<file path="src/rtl/flappy_engine.sv">
// flappy_engine: complete Flappy Bird game core.
// Bird physics, scrolling pipe field, collision, scoring, lives, pause and
// speed-up, driven by one two-process FSM. Row 0 is the bottom row.
module flappy_engine #(
    parameter int FIELD           = 16,
    parameter int BIRD_COL        = 13,
    parameter int GAP             = 4,
    parameter int PIPE_SPACING    = 4,
    parameter int GRAV_DIV        = 25000000,
    parameter int SCROLL_DIV_INIT = 12500000,
    parameter int SCROLL_DIV_MIN  = 3125000,
    parameter int SCROLL_STEP     = 1250000,
    parameter int SPEEDUP_EVERY   = 5,
    parameter int FLAP_UP         = 2,
    parameter int LIVES           = 3
) (
    input  logic                           clk,
    input  logic                           reset,
    input  logic                           flap,
    input  logic                           pause,
    input  logic [$clog2(FIELD)-1:0]       hole_rand,
    output logic [FIELD-1:0][FIELD-1:0]    red_pixels,
    output logic [FIELD-1:0][FIELD-1:0]    grn_pixels,
    output logic [9:0]                     score,
    output logic [2:0]                     lives,
    output logic [2:0]                     game_state,
    output logic                           game_over
);

    localparam int PW = $clog2(FIELD);
    localparam int GW = $clog2(GRAV_DIV + 1);
    localparam int SW = $clog2(SCROLL_DIV_INIT + 1);
    localparam int KW = $clog2(PIPE_SPACING + 1);
    localparam logic [PW-1:0]    MID       = PW'(FIELD / 2);
    localparam logic [FIELD-1:0] HOLE_ONES = FIELD'((64'(1) << GAP) - 64'(1));

    typedef enum logic [2:0] {
        S_IDLE   = 3'd0,
        S_PLAY   = 3'd1,
        S_PAUSED = 3'd2,
        S_HIT    = 3'd3,
        S_OVER   = 3'd4
    } state_t;

    state_t                     state_q, state_d;
    logic [PW-1:0]              bird_q, bird_d;
    logic [FIELD-1:0][FIELD-1:0] cols_q, cols_d;
    logic [GW-1:0]              grav_q, grav_d;
    logic [SW-1:0]              scr_q, scr_d;
    logic [SW-1:0]              div_q, div_d;
    logic [KW-1:0]              spawn_q, spawn_d;
    logic [9:0]                 score_q, score_d;
    logic [2:0]                 lives_q, lives_d;

    logic                       grav_tick, scroll_tick;
    logic                       floor_hit, pipe_hit, collide;
    logic                       scored, speedup;
    logic [PW-1:0]              hole_h, bird_up;
    logic [FIELD-1:0]           pipe_mask;
    logic [SW-1:0]              div_dec;

    // Event decode from registered state: ticks, hits, pipe mask, saturations.
    always_comb begin
        grav_tick   = (grav_q == GW'(GRAV_DIV - 1));
        // >= so a divisor that shrank below the running count still wraps
        scroll_tick = (scr_q >= div_q - SW'(1));
        // flap cancels a coincident gravity tick, so it also prevents a floor hit
        floor_hit   = grav_tick && !flap && (bird_q == '0);
        pipe_hit    = cols_q[BIRD_COL][bird_q];
        collide     = pipe_hit || floor_hit;

        hole_h    = (int'(hole_rand) > FIELD - GAP) ? PW'(FIELD - GAP) : hole_rand;
        pipe_mask = ~(HOLE_ONES << hole_h);

        if (int'(bird_q) + FLAP_UP > FIELD - 1)
            bird_up = PW'(FIELD - 1);
        else
            bird_up = bird_q + PW'(FLAP_UP);

        scored  = scroll_tick && (cols_q[BIRD_COL] != '0) && (score_q != 10'd999);
        speedup = ((32'(score_q) + 32'd1) % SPEEDUP_EVERY) == 0;
        div_dec = (int'(div_q) <= SCROLL_DIV_MIN + SCROLL_STEP) ?
                  SW'(SCROLL_DIV_MIN) : div_q - SW'(SCROLL_STEP);
    end

    // Next-state logic: game FSM plus all counter, field and score updates.
    always_comb begin
        state_d = state_q;
        bird_d  = bird_q;
        cols_d  = cols_q;
        grav_d  = grav_q;
        scr_d   = scr_q;
        div_d   = div_q;
        spawn_d = spawn_q;
        score_d = score_q;
        lives_d = lives_q;

        case (state_q)
            S_IDLE: begin
                // the starting flap only launches play, it does not lift the bird
                if (flap) state_d = S_PLAY;
            end
            S_PLAY: begin
                if (pause) begin
                    // pause beats everything in this cycle, including flap
                    state_d = S_PAUSED;
                end else if (collide) begin
                    // the field freezes as it was at the hit; no score this cycle
                    state_d = S_HIT;
                    lives_d = lives_q - 3'd1;
                end else begin
                    if (flap) begin
                        bird_d = bird_up;
                        grav_d = '0;
                    end else if (grav_tick) begin
                        bird_d = bird_q - PW'(1);
                        grav_d = '0;
                    end else begin
                        grav_d = grav_q + GW'(1);
                    end

                    if (scroll_tick) begin
                        scr_d              = '0;
                        cols_d[FIELD-1:1]  = cols_q[FIELD-2:0];
                        cols_d[0]          = (spawn_q == '0) ? pipe_mask : '0;
                        spawn_d            = (spawn_q == KW'(PIPE_SPACING - 1)) ?
                                             '0 : spawn_q + KW'(1);
                        if (scored) begin
                            score_d = score_q + 10'd1;
                            if (speedup) div_d = div_dec;
                        end
                    end else begin
                        scr_d = scr_q + SW'(1);
                    end
                end
            end
            S_PAUSED: begin
                if (!pause) state_d = S_PLAY;
            end
            S_HIT: begin
                if (lives_q == 3'd0) begin
                    state_d = S_OVER;
                end else begin
                    // new round keeps score and difficulty
                    state_d = S_IDLE;
                    cols_d  = '0;
                    bird_d  = MID;
                    grav_d  = '0;
                    scr_d   = '0;
                    spawn_d = '0;
                end
            end
            S_OVER: begin
                if (flap) begin
                    state_d = S_IDLE;
                    cols_d  = '0;
                    bird_d  = MID;
                    grav_d  = '0;
                    scr_d   = '0;
                    div_d   = SW'(SCROLL_DIV_INIT);
                    spawn_d = '0;
                    score_d = '0;
                    lives_d = 3'(LIVES);
                end
            end
            default: state_d = S_IDLE;
        endcase
    end

    // State registers with synchronous reset.
    always_ff @(posedge clk) begin
        if (reset) begin
            state_q <= S_IDLE;
            bird_q  <= MID;
            cols_q  <= '0;
            grav_q  <= '0;
            scr_q   <= '0;
            div_q   <= SW'(SCROLL_DIV_INIT);
            spawn_q <= '0;
            score_q <= '0;
            lives_q <= 3'(LIVES);
        end else begin
            state_q <= state_d;
            bird_q  <= bird_d;
            cols_q  <= cols_d;
            grav_q  <= grav_d;
            scr_q   <= scr_d;
            div_q   <= div_d;
            spawn_q <= spawn_d;
            score_q <= score_d;
            lives_q <= lives_d;
        end
    end

    // Bird layer: a single pixel decoded from the bird register.
    always_comb begin
        red_pixels                   = '0;
        red_pixels[BIRD_COL][bird_q] = 1'b1;
    end

    assign grn_pixels = cols_q;
    assign score      = score_q;
    assign lives      = lives_q;
    assign game_state = state_q;
    assign game_over  = (state_q == S_OVER);

endmodule
</file>
<file path="config.mk">
export PLATFORM = sky130hd
export DESIGN_NAME = flappy_engine
export DESIGN_NICKNAME = d
export VERILOG_FILES = /design/src/rtl/flappy_engine.sv
export SDC_FILE = /design/constraint.sdc
export NUM_CORES = 1
export LEC_CHECK = 0
export ABC_AREA = 1
export BUFFER_PORTS_ARGS = -buffer_cell sky130_fd_sc_hd__buf_2
export CORE_AREA = 4 4 207 209
export CTS_CLUSTER_SIZE = 10
export DETAILED_ROUTE_END_ITERATION = 8
export DIE_AREA = 0 0 211 213
export PLACE_DENSITY = 0.69
export SETUP_SLACK_MARGIN = 0.4
export SLEW_MARGIN = 20
export SYNTH_ARGS = -nofsm -noshare
export SYNTH_HDL_FRONTEND = slang
export SYNTH_SLANG_ARGS = --single-unit
</file>
<file path="constraint.sdc">
create_clock -name clk -period 8.4 [get_ports clk]
set_input_delay 1.68 -clock clk [delete_from_list [all_inputs] [get_ports clk]]
set_output_delay 1.68 -clock clk [all_outputs]
set_load 0.02 [all_outputs]
</file>
==> run metrics <==
wire length per cell between 15 and 20 um; total congestion overflow 0; layout net count around 2800; Most Frequent Cell on Critical Path nand2_1; placeable core region about 40000 um2; # hold bufs at CTS 0; initial antenna violation count 1; CTS Sinks about 350; Most used DFF post-synth dfxtp_1; overall power approximately 4700 uW; cell with the most instances after synthesis nand2_1; vias in the first global route roughly 15000; n_diodes 0; Die H between 200 and 250 um; Post-DP HPWL between 30000 and 40000 um; Syn Area/Cell approximately 7.3 um2; Placed Area around 19000 um2; Arr. time, crit path ~6600 ps; antenna-violating nets left 0; Ports 537; Pins Over Slew Limit 0; num rows between 70 and 80; EDFF count, synth 0; CP startpoint kind flop; critical register-to-register path endpoint div_q[4]$_SDFFE_PP0P_; clock buffer depth 3; Yosys top cell area share roughly two fifths; reg2reg start score[0]$_SDFFE_PP0P_; r2r worst-path depth 44; DR vias/cell about 5.2; final period utilization between 70% and 80%; crit-path max FO 25; Final Setup Violations 0; clock tree root driver cell clkbuf_16; Synth warnings 0; min cycle time layout between 6000 and 7000 ps; Worst R2R Setup Slack 2200 ps; asr flop ratio synth 0%; Port Buf Inserts about 300; Post-Syn Area between 15000 and 20000 um2; Fmax between 0.15 and 0.2 GHz; Multi-input gate area roughly 9200 um2; post-synthesis cell type count 55; area leader, netlist dfxtp_1; Peak VDD IR roughly 260 uV; via count ~17000; Initial Utilization about 45%; CP required ~9000 ps; Worst-Margin Slew 1190 ps; RSZ-0062 raised after global routing false; first-pass GRT wire length 80600 um; post-cts resize count 0; Worst Hold Endpoint grn_pixels[250]$_SDFFE_PP0P_; CTS tree yes; FF/Latch Area ~7000 um2; Crit. End Element flop; DRC viols 0; drt total wl around 52000 um; chip width between 200 and 250 um; pre-CTS setup slack 2350 ps; setup TNS 0 ps; Seq cells post-synth between 300 and 400; Detailed Route Iter0 Violations 1464; ranking of synthesized cells by area dfxtp_1 38%, buf_4 10%, nand3_1 9.2%, nand2_1 8.9%, a21oi_1 8.8%; Final Hold Fails 0; Slowest cell on crit path dfxtp_1; fill cell count a little over 4000; Post-synth top cells 434 x nand2_1, 349 x dfxtp_1, 336 x nand3_1, 322 x a21oi_1, 244 x buf_4; share of cells above drive strength 1 15.6%; slew margin rel. approximately a fifth; sequential share of the synthesized area between 30% and 40%; slowest stage delay, CP around 470 ps; final instance area 20300 um2; Hold Crit Class flop to flop; Setup Skew 22.7 ps; crit path launch score[0]$_SDFFE_PP0P_; pwr dens about 230 nW/um2; 1st-pass router iterations 6; number of cells on the worst hold path 2; H-tree lvl count 2; worst skew pair latency 550 ps; Layout area overhead 10.6%; Placer Congestion between 0.8 and 0.9; Setup Buffers After CTS 0; Cells after Synth 2519; largest net degree at the start of global routing ~210; die area between 40000 and 50000 um2; status completed; WS Path Type flop to flop; CTS buffer count 42; GRT Util Overall 21.4%; worst setup margin roughly 2200 ps; Min-Delay Startpoint grn_pixels[250]$_SDFFE_PP0P_; # Max-Cap Violations 0; Leak roughly 0.0089 uW; Worst-path clk slew around 60 ps
==> placed cells by master, fill, tap and decap left out, drive strengths merged, types with 12 or more instances in the layout <==
master,count
xor2,32
ha,46
inv,181
o21ai,69
a21oi,323
nor4,12
nor3,34
nand4,38
buf,306
conb,240
nand3,346
a211oi,42
nand2,462
dfxtp,349
clkbuf,46
nor2,137
==> metrics by stage <==
step / util [%] / hold WS (ps) / instances
finish: 49.7 / 462 / 3265
global placement: 46.9 / 446 / 3213
floorplan: - / 439 / 2758
detailed placement: 46.9 / 456 / 3213
global route: 49.7 / 483 / 3265
CTS: 49.7 / 464 / 3265
==> cell type report <==
type / count / area share, %
Clock buffer: 46 / 5.41
Clock inverter: 6 / 0.277
Inverter: 184 / 3.44
Multi-Input combinational cell: 1842 / 45.3
Sequential cell: 349 / 34.4
Tap cell: 532 / 3.28
Timing Repair Buffer: 306 / 7.84
==> worst max path at each step <==
stage / end / slack, ps / cells after the start
after global routing: div_q[14]$_SDFFE_PP0P_ / 1550 / 44
after global placement: div_q[6]$_SDFFE_PP0P_ / 2840 / 44
after detailed placement: div_q[4]$_SDFFE_PP0P_ / 2350 / 42
after CTS: div_q[4]$_SDFFE_PP0P_ / 2330 / 42
final: div_q[4]$_SDFFE_PP0P_ / 2200 / 44
after floorplan: div_q[10]$_SDFFE_PP1P_ / 3200 / 45
==> flip-flops by register name (all words and copies together) (netlist names) <==
register    flops
grav_q         25
div_q          21
game_state      3
score          10
lives           3
spawn_q         3
scr_q          24
bird_q          4
grn_pixels    256
==> critical path, delay by kind of cell (launching register included) <==
kind            cells  cell delay, ps
simple gates       36            4340
fa+ha+maj           3             770
flops               1             470
compound gates      2             250
buf+inv             3             210
==> metal layers <==
layer  global-route usage (%)  up-vias  wire (um)
li1                         -     8334          -
met1                     27.7     7948      21500
met2                     35.3      667      25200
met3                     5.42       74       4410
met4                     6.37        2       1300
met5                        0        -         13
==> kinds of logic (layout without fill, tap and decap cells) <==
group                      count (synthesis)  after routing  share of synthesized area (%)
and+or+nand+nor                         1045           1045                           26.0
adders and majority gates                 46             46                           3.14
AOI/OAI and AO/OA                        475            475                           14.2
other                                      1            240                         0.0204
DFF                                      349            349                           38.1
xor gates and xnor gates                  36             36                           1.79
buffers and inverters                    567            542                           16.8
==> where the power goes <==
part,total [uW],internal (uW),switching [uW],leakage [uW]
registers,1860,1750,110,0.00282
clock network,1590,920,674,0.000569
logic,1290,264,1030,0.00551
Note: power is estimated with default switching activity, not from simulation.
